## src/rtl/sp_ram_ctrl_pkg.sv

```systemverilog
// ---------------------------------------------------------------------------
// sp_ram_ctrl_pkg
// Shared types and constants for the sp_ram initiator (sp_ram_ctrl).
//   state_t  : controller state (idle / clear engine running)
//   RD_LAT   : cycles from request accept to read-response pulse
//   rd_tag_t : per-stage tag of the read-tracking shift register
// ---------------------------------------------------------------------------
package sp_ram_ctrl_pkg;

    typedef enum logic {
        ST_IDLE  = 1'b0,
        ST_CLEAR = 1'b1
    } state_t;

    // Accept edge -> RAM sample edge -> read-data capture edge.
    localparam int RD_LAT = 2;

    // One in-flight request slot: vld marks a read, err marks out-of-range.
    typedef struct packed {
        logic vld;
        logic err;
    } rd_tag_t;

endpackage

```

## src/rtl/sp_ram_ctrl.sv

```systemverilog
// ---------------------------------------------------------------------------
// sp_ram_ctrl
// Initiator for the sp_ram single-port RAM (cs/rnw/add/wr_data/rd_data).
// Accepts read/write requests on a valid/ready port, drives registered RAM
// strobes, captures read data and returns it on a one-cycle response pulse.
// A clear engine fills every valid RAM word with a programmable value.
//
// Ports
//   clk, rst                      clock, asynchronous active-high reset
//   req_valid/req_ready           request handshake (accepted when both high)
//   req_rnw, req_add, req_wr_data request fields (1 = read)
//   rsp_valid, rsp_data, rsp_err  read response, fixed RD_LAT after accept
//   clr_start, clr_value          start a clear; fill value sampled with start
//   clr_done                      pulse on the edge issuing the last clear write
//   busy                          clear pending/active or read in flight
//   ram_cs, ram_rnw, ram_add,
//   ram_wr_data, ram_rd_data      sp_ram interface
// ---------------------------------------------------------------------------
module sp_ram_ctrl
    import sp_ram_ctrl_pkg::*;
#(
    parameter int add_wd  = 4,
    parameter int data_wd = 32,
    parameter int depth   = 16
) (
    input  logic               clk,
    input  logic               rst,
    input  logic               req_valid,
    output logic               req_ready,
    input  logic               req_rnw,
    input  logic [add_wd-1:0]  req_add,
    input  logic [data_wd-1:0] req_wr_data,
    output logic               rsp_valid,
    output logic [data_wd-1:0] rsp_data,
    output logic               rsp_err,
    input  logic               clr_start,
    input  logic [data_wd-1:0] clr_value,
    output logic               clr_done,
    output logic               busy,
    output logic               ram_cs,
    output logic               ram_rnw,
    output logic [add_wd-1:0]  ram_add,
    output logic [data_wd-1:0] ram_wr_data,
    input  logic [data_wd-1:0] ram_rd_data
);

    localparam logic [add_wd-1:0] CNT_LAST = add_wd'(depth - 1);

    state_t                    state_q, state_d;
    logic [add_wd-1:0]         cnt_q, cnt_d;
    logic                      clr_pend_q, clr_pend_d;
    logic [data_wd-1:0]        clr_val_q, clr_val_d;
    rd_tag_t [RD_LAT-1:0]      tag_q, tag_d;

    logic                      ram_cs_q, ram_cs_d;
    logic                      ram_rnw_q, ram_rnw_d;
    logic [add_wd-1:0]         ram_add_q, ram_add_d;
    logic [data_wd-1:0]        ram_wr_data_q, ram_wr_data_d;
    logic                      rsp_valid_q, rsp_valid_d;
    logic [data_wd-1:0]        rsp_data_q, rsp_data_d;
    logic                      rsp_err_q, rsp_err_d;
    logic                      clr_done_q, clr_done_d;
    logic                      busy_q, busy_d;

    logic                      accept;
    logic                      in_range;
    logic                      rd_in_flight_q;
    logic                      rd_in_flight_d;

    // A pending or starting clear blocks new requests, so clr_start wins
    // over a request presented in the same cycle.
    assign req_ready = (state_q == ST_IDLE) && !clr_pend_q && !clr_start;
    assign accept    = req_valid && req_ready;
    assign in_range  = int'(req_add) < depth;

    always_comb begin
        rd_in_flight_q = 1'b0;
        for (int i = 0; i < RD_LAT; i++) begin
            rd_in_flight_q = rd_in_flight_q | tag_q[i].vld;
        end
    end

    always_comb begin
        // NOTE: every _d gets a default first so no path can infer a latch.
        state_d       = state_q;
        cnt_d         = cnt_q;
        clr_pend_d    = clr_pend_q;
        clr_val_d     = clr_val_q;
        ram_cs_d      = 1'b0;
        ram_rnw_d     = ram_rnw_q;
        ram_add_d     = ram_add_q;
        ram_wr_data_d = ram_wr_data_q;
        rsp_valid_d   = 1'b0;
        rsp_data_d    = rsp_data_q;
        rsp_err_d     = 1'b0;
        clr_done_d    = 1'b0;

        // Read tracking: a tag enters at the accept edge and reaches the
        // last stage exactly when the RAM's read data is on ram_rd_data.
        tag_d[0] = '0;
        for (int i = RD_LAT - 1; i > 0; i--) begin
            tag_d[i] = tag_q[i-1];
        end
        if (tag_q[RD_LAT-1].vld) begin
            rsp_valid_d = 1'b1;
            rsp_err_d   = tag_q[RD_LAT-1].err;
            rsp_data_d  = tag_q[RD_LAT-1].err ? '0 : ram_rd_data;
        end

        if (clr_start && !clr_pend_q && state_q == ST_IDLE) begin
            clr_pend_d = 1'b1;
            clr_val_d  = clr_value;
        end

        case (state_q)
            ST_IDLE: begin
                if (accept) begin
                    tag_d[0].vld = req_rnw;
                    tag_d[0].err = !in_range;
                    // Out-of-range requests never reach the RAM.
                    if (in_range) begin
                        ram_cs_d      = 1'b1;
                        ram_rnw_d     = req_rnw;
                        ram_add_d     = req_add;
                        ram_wr_data_d = req_wr_data;
                    end
                end else if (clr_pend_q && !rd_in_flight_q) begin
                    state_d = ST_CLEAR;
                end
            end
            ST_CLEAR: begin
                ram_cs_d      = 1'b1;
                ram_rnw_d     = 1'b0;
                ram_add_d     = cnt_q;
                ram_wr_data_d = clr_val_q;
                if (cnt_q == CNT_LAST) begin
                    cnt_d      = '0;
                    clr_done_d = 1'b1;
                    clr_pend_d = 1'b0;
                    state_d    = ST_IDLE;
                end else begin
                    cnt_d = cnt_q + add_wd'(1);
                end
            end
            default: ;
        endcase

        rd_in_flight_d = 1'b0;
        for (int i = 0; i < RD_LAT; i++) begin
            rd_in_flight_d = rd_in_flight_d | tag_d[i].vld;
        end
        busy_d = clr_pend_d || (state_d == ST_CLEAR) || rd_in_flight_d;
    end

    // NOTE: sequential state uses non-blocking assignments only, so every
    // flop samples the pre-edge value of every other flop.
    always_ff @(posedge clk or posedge rst) begin
        if (rst) begin
            state_q       <= ST_IDLE;
            cnt_q         <= '0;
            clr_pend_q    <= 1'b0;
            clr_val_q     <= '0;
            tag_q         <= '0;
            ram_cs_q      <= 1'b0;
            ram_rnw_q     <= 1'b1;
            ram_add_q     <= '0;
            ram_wr_data_q <= '0;
            rsp_valid_q   <= 1'b0;
            rsp_data_q    <= '0;
            rsp_err_q     <= 1'b0;
            clr_done_q    <= 1'b0;
            busy_q        <= 1'b0;
        end else begin
            state_q       <= state_d;
            cnt_q         <= cnt_d;
            clr_pend_q    <= clr_pend_d;
            clr_val_q     <= clr_val_d;
            tag_q         <= tag_d;
            ram_cs_q      <= ram_cs_d;
            ram_rnw_q     <= ram_rnw_d;
            ram_add_q     <= ram_add_d;
            ram_wr_data_q <= ram_wr_data_d;
            rsp_valid_q   <= rsp_valid_d;
            rsp_data_q    <= rsp_data_d;
            rsp_err_q     <= rsp_err_d;
            clr_done_q    <= clr_done_d;
            busy_q        <= busy_d;
        end
    end

    assign ram_cs      = ram_cs_q;
    assign ram_rnw     = ram_rnw_q;
    assign ram_add     = ram_add_q;
    assign ram_wr_data = ram_wr_data_q;
    assign rsp_valid   = rsp_valid_q;
    assign rsp_data    = rsp_data_q;
    assign rsp_err     = rsp_err_q;
    assign clr_done    = clr_done_q;
    assign busy        = busy_q;

endmodule

```

## config.mk

```make
export PLATFORM = sky130hd
export DESIGN_NAME = sp_ram_ctrl
export DESIGN_NICKNAME = d
export VERILOG_FILES = /design/src/rtl/sp_ram_ctrl_pkg.sv /design/src/rtl/sp_ram_ctrl.sv
export SDC_FILE = /design/constraint.sdc
export NUM_CORES = 1
export LEC_CHECK = 0
export ABC_CLOCK_PERIOD_IN_PS = 4750
export CORE_UTILIZATION = 30
export CTS_BUF_LIST = sky130_fd_sc_hd__clkbuf_8
export DETAILED_ROUTE_END_ITERATION = 12
export PLACE_DENSITY_LB_ADDON = 0.25
export REMOVE_ABC_BUFFERS = 1
export SLEW_MARGIN = 20
export SYNTH_ARGS = -nofsm -noshare
export SYNTH_HDL_FRONTEND = slang
export SYNTH_SLANG_ARGS = --single-unit
```

## constraint.sdc

```tcl
create_clock -name clk -period 4.75 [get_ports clk]
set_clock_uncertainty 0.2 [all_clocks]
set_input_delay 0.475 -clock clk [delete_from_list [all_inputs] [get_ports clk]]
set_output_delay 0.475 -clock clk [all_outputs]
set_load 0.01 [all_outputs]
```

==> flow_summary.toml, run 1 <==
[synth]
syn_area_per_cell_um2 = 15.1
synth.cell_area_um2 = 4630
synth.distinct_cells = 34
synth-seq-cells = 113
ys.flop_type = "dfrtp_1"
synth-compound-area-share_pct = 15.7
synth_top_family_by_area = "multiplexers"
synth_edf_count = 0
async_flop_share_pct = 100
synthMuxAreaShare_pct = 16.9
ys_seq_area_share_pct = 61.0
synth-simple-area-share_pct = 2.56
yosys.area_share.adder_pct = 0.270
synth_cells = 306
synth_xor_xnor_area_share_pct = 0.189
yosys_warnings = 0

[worst_setup_path]
r2r-start = "state_q"
critPathMaxFanout = 34
ff2ff_path_depth = 3
setup.worst_path.start_class = "flop"
critPathMaxStageDelay_ns = 0.83
path_buf_inv = 1
cp_slowest_cell = "inv_2"
worstPathCellList = "inv_2, nand2_4, o21ba_1"
rrSetupSlack_ns = 2.16
crit_family = "buffers and inverters"
crit_arrival_ns = 2.71
timing.rr.end = "ram_wr_data[20]"
worst-setup-path-type = "flop to flop"
crit_path_end_kind = "flop"
required_ns = 4.87

[final_layout]
antenna_cells = 0
n_fill_cell = 1368
syn_to_final_growth_pct = 51.3
fin_nets = 592
final_cell_area_um2 = 7010
drive_gt1_share_pct = 26.3

[placed_design]
dpl_cell_area_um2 = 6550
hpwl_um = 7910
gp_congestion = 0.757
pre_cts_ws_ns = 1.98
io_buffer_count = 178

[global_routing]
grt_pass1_vias = 3405
grtUsageMet1_pct = 18.6
grtUsageMet3_pct = 4.93
grtUsageMet2_pct = 26.7
grt_pass1_wl_um = 18700
grt_max_degree = 47
grt_antenna_before_repair = 0
grt_usage_pct = 15.7
overflow = 0
grt.busiest_layer = "met2"

[cts]
htreeDepth = 4
clockBufferDepth = 2
cts_tree = "done"
cts_buffers = 17
hold_buffers = 0
path_clk_slew_ns = 0.07
postCtsSetupBuffers = 0
cts_resized = 0
cts-root-buf = "clkbuf_8"
cts.sinks = 113
clk_latency_ns = 0.43

[die]
coreArea_um2 = 15100
die-area_um2 = 15900
row_count = 45
fp.dieH_um = 126
die_x_um = 126
start_util_pct = 30.6
ioPinCount = 180

[sta]
hold_viol = 0
setup_viol_count_final = 0
fin_tns_setup_ns = 0
final.min_clock_period_ns = 2.59
tightest_slew_ns = 0.956
rsz0062_at_grt = "no"
relSlewSlack_pct = 36.2
finalCritPeriodShare_pct = 54.6
slew_viol_final = 0
worst_slack_ns = 2.16
max_freq_mhz = 386

[power_and_ir_drop]
powerDensity_nw_per_um2 = 594
switching_power_mw = 1.19
leakagePower_nw = 3.03
cellInternalPower_mw = 2.97
vdd_drop_max_mv = 0.207
seqPwrFrac_pct = 39.3
swShare_pct = 28.6
p_comb_share_pct = 35.6
clockPowerShare_pct = 25.0

[route]
wl_um = 11800
drt-wirelength-per-cell_um = 17.2
drt_iter0_drc = 116
via_count = 3201
drc = 0
viasPerCell = 4.66
antenna_left = 0
drtPass1Iterations = 4

[outcome]
status = "complete, no violations"

[job]
timing.max_cap.violations = 0

[hold_path]
hold_class = "input pin to asynchronous set/reset pin"
==> power by group through the flow <==
stage,Combinational [mW],Sequential (mW),Clock [mW]
after global placement,1.47,1.64,0
after CTS,1.51,1.64,1.07
after detailed placement,1.51,1.66,0
after global routing,1.60,1.69,1.12
after floorplan,0.659,1.73,0
final,1.49,1.64,1.04
==> final cells by class <==
type	instances	area, um2	share of cell area [%]
timing repair buffer	182	1810	25.8
inverter	4	17.5	0.250
sequential	113	2830	40.3
clock buffer	18	248	3.53
clock inverter	14	213	3.03
tap	188	235	3.35
multi-input combinational	168	1660	23.7
==> sequential cells by signal (all words and copies together) (netlist names), 4 cells and up <==
signal	count
rsp_data	32
ram_add	4
ram_wr_data	32
cnt_q	4
clr_val_q	32
==> cell usage in the layout (no fill, tap or decap), types with 5 or more instances in the layout <==
| cell | instances |
|---|---|
| dfrtp_1 | 112 |
| bufinv_16 | 5 |
| o22ai_1 | 7 |
| mux2i_1 | 5 |
| o22ai_2 | 24 |
| clkbuf_8 | 18 |
| mux2_2 | 65 |
| nand2_1 | 9 |
| o21ba_1 | 31 |
| clkdlybuf4s50_1 | 178 |
==> cell usage after synthesis, types with 2 or more instances <==
master	number	area share [%]
o21ai_0	3	0.32
o21ba_1	31	6.7
nand3_1	2	0.22
o21ai_1	4	0.43
o22ai_2	24	6.5
buf_4	4	0.65
buf_1	2	0.16
mux2i_1	5	1.1
nand2_1	9	0.73
o22ai_1	7	0.94
buf_6	5	1.2
clkbuf_1	6	0.49
inv_1	3	0.24
mux2_2	65	16
nor2_1	3	0.24
buf_2	4	0.43
dfrtp_1	112	60
==> worst register-to-register path: cells and delay by family (launching register included) <==
kind / cells / cell delay (ns)
buf+inv: 1 / 0.83
flops: 1 / 0.64
simple gates: 1 / 0.46
compound gates: 1 / 0.34
==> layer usage <==
metal  vias up  wire [um]
met1      1642       4950
li1       1468          -
met3        15        451
met4         0        186
met2        76       6210
met5         -          0
==> how the worst max path moves through the flow <==
| stage | startpoint | to | cells past startpoint |
|---|---|---|---|
| detailed placement | clr_start | ram_add[2] | 4 |
| global placement | clr_start | ram_add[2] | 4 |
| global route | state_q | ram_wr_data[14] | 3 |
| CTS | state_q | ram_wr_data[19] | 3 |
| floorplan | rst | busy | 1 |
| finish | state_q | ram_wr_data[20] | 3 |
==> cell families after synthesis <==
family	Yosys count
other	1
muxes	70
buffers and inverters	25
adders and majority gates	1
AOI/OAI and AO/OA	74
DFF	113
xor gates and xnor gates	1
and+or+nand+nor	21
==> metrics by stage <==
stage                     util, %  total power, mW  hold slack (ns)  instances
final                        46.3             4.17            0.192        687
after global routing         46.3             4.41            0.201        687
after CTS                    46.3             4.23            0.175        687
after detailed placement     43.3             3.16            0.184        655
after global placement       43.3             3.11            0.190        655
after floorplan                 -             2.38            0.169        285
Power figures use the tool's default switching activity.
==> run 2, diff against run 1 <==
--- a/config.mk
+++ b/config.mk
@@ -5,7 +5,7 @@
 export SDC_FILE = /design/constraint.sdc
 export NUM_CORES = 1
 export LEC_CHECK = 0
-export ABC_CLOCK_PERIOD_IN_PS = 4750
+export ABC_CLOCK_PERIOD_IN_PS = 2540
 export CORE_UTILIZATION = 30
 export CTS_BUF_LIST = sky130_fd_sc_hd__clkbuf_8
 export DETAILED_ROUTE_END_ITERATION = 12
==> constraint.sdc (replaced) <==
create_clock -name clk -period 2.54 [get_ports clk]
set_clock_uncertainty 0.2 [all_clocks]
set_input_delay 0.254 -clock clk [delete_from_list [all_inputs] [get_ports clk]]
set_output_delay 0.254 -clock clk [all_outputs]
set_load 0.01 [all_outputs]
==> run 2 against run 1 <==
  * Clock power is 41% higher
  * Sequential share of layout area is 0.13 points higher
  * Cell count is 0.44% higher
  * Clock-buffer cell count is 4 higher
  * Sequential cell count stayed put
  * Largest power group unchanged
==> flow_summary.toml, run 2 (same netlist as run 1, synthesis figures left out) <==
[worst_setup_path]
setup.worst_path.start_class = "flop"
crit_path_end_kind = "primary output"
cp_slowest_cell = "clkdlybuf4s50_1"
worst-setup-path-type = "flop to primary output"
rrSetupSlack_ns = 0.52
required_ns = 2.09
critPathMaxFanout = 20
crit_arrival_ns = 1.81
ff2ff_path_depth = 3
worstPathCellList = "buf_4, nor3_1, clkdlybuf4s50_1"
critPathMaxStageDelay_ns = 0.57

[final_layout]
antenna_cells = 0
syn_to_final_growth_pct = 50.9
layout_common_cells = "clkdlybuf4s50_1 (178), dfrtp_1 (112), mux2_2 (65), o21ba_1 (31), o22ai_2 (24)"
layoutNonFillerInstCount = 690
final_common_cell = "clkdlybuf4s50_1"
n_fill_cell = 1366
final_cell_area_um2 = 6990
fin_nets = 596
drive_gt1_share_pct = 25.9

[power_and_ir_drop]
powerDensity_nw_per_um2 = 1050
leakagePower_nw = 3.04
total_power_mw = 7.33
vdd_drop_max_mv = 0.392

[cts]
postCtsSetupBuffers = 0
hold_buffers = 0
path_clk_slew_ns = 0.07
cts_buffers = 17
cts.sinks = 113
cts-root-buf = "clkbuf_8"
clockBufferDepth = 2
clk_latency_ns = 0.43
cts_tree = "done"
htreeDepth = 4
cts_resized = 0

[route]
wl_um = 11700
drc = 0
drtPass1Iterations = 4
via_count = 3207
drt_iter0_drc = 108
viasPerCell = 4.65
antenna_left = 0
drt-wirelength-per-cell_um = 17.0

[die]
start_util_pct = 30.6
die-area_um2 = 15900
row_count = 45
fp.dieH_um = 126
coreArea_um2 = 15100
ioPinCount = 180
die_x_um = 126

[sta]
fin_tns_setup_ns = 0
relSlewSlack_pct = 64.6
hold_viol = 0
slew_viol_final = 0
final.min_clock_period_ns = 2.27
tightest_slew_ns = 0.524
rsz0062_at_grt = "no"
finalCritPeriodShare_pct = 89.2
setup_viol_count_final = 0
max_freq_mhz = 441

[global_routing]
grt_pass1_vias = 3439
grt_antenna_before_repair = 0
grt_max_degree = 44
grt_pass1_wl_um = 18800
overflow = 0
grt_usage_pct = 15.7

[placed_design]
io_buffer_count = 178
hpwl_um = 8160
gp_congestion = 0.740
dpl_cell_area_um2 = 6650
dp_cells = 659

[job]
timing.max_cap.violations = 0

[hold_path]
hold_class = "input pin to asynchronous set/reset pin"

[outcome]
status = "complete, no violations"
run 2: cell types whose count changed in the layout (fill, tap and decap cells not counted), sizes merged:
cell / before / now
clkinvlp: 4 / 1
inv: 4 / 8
clkbuf: 18 / 22
buf: 4 / 8
bufinv: 5 / 0
clkinv: 5 / 4
run 2: metrics by stage:
| step | utilization [%] | worst slack [ns] | hold slack, ns |
|---|---|---|---|
| after floorplan | - | -0.900 | 0.169 |
| after global placement | 43.9 | 0.284 | 0.191 |
| after detailed placement | 43.9 | 0.269 | 0.190 |
| after CTS | 46.2 | 0.242 | 0.00129 |
| after global routing | 46.2 | 0.191 | 0.0509 |
| final | 46.2 | 0.273 | 0.0124 |
run 2: routing by layer:
layer  wire [um]  track usage, %  up-vias  share of wire (%)
met5           0               0        -                  0
met4         238            7.37        0                2.0
met3         449            3.84       19                3.8
met2        6190            26.8       77                 53
met1        4810            18.7     1632                 41
li1            -               -     1479                  -
run 2: final timing paths:
kind / from / to
worst min register to register: tag_d[3] / tag_q[3]
min in group clk: tag_d[3] / tag_q[3]
max in group asynchronous: rst / ram_wr_data[26]
worst min-delay path: rst / rsp_data[29]
worst max-delay path: state_q / req_ready
worst max register to register: clr_pend_q / ram_add[2]
run 2: area by class of cell:
cell class	instances	area, um2	area share [%]
sequential	113	2830	40.5
timing repair buffer	186	1900	27.2
multi-input combinational	168	1660	23.7
clock buffer	22	303	4.33
tap	188	235	3.36
clock inverter	9	42.5	0.608
inverter	4	17.5	0.251
run 2: worst max-delay path: cells and delay by family (launching register included):
kind          cells  cell delay [ns]
buf+inv           2             0.79
flops             1             0.39
simple gates      1             0.21
run 2: power by group:
| part | switching, mW | internal, mW |
|---|---|---|
| clock | 0.691 | 0.777 |
| combinational | 0.994 | 1.84 |
| sequential | 0.464 | 2.57 |
| total | 2.15 | 5.18 |
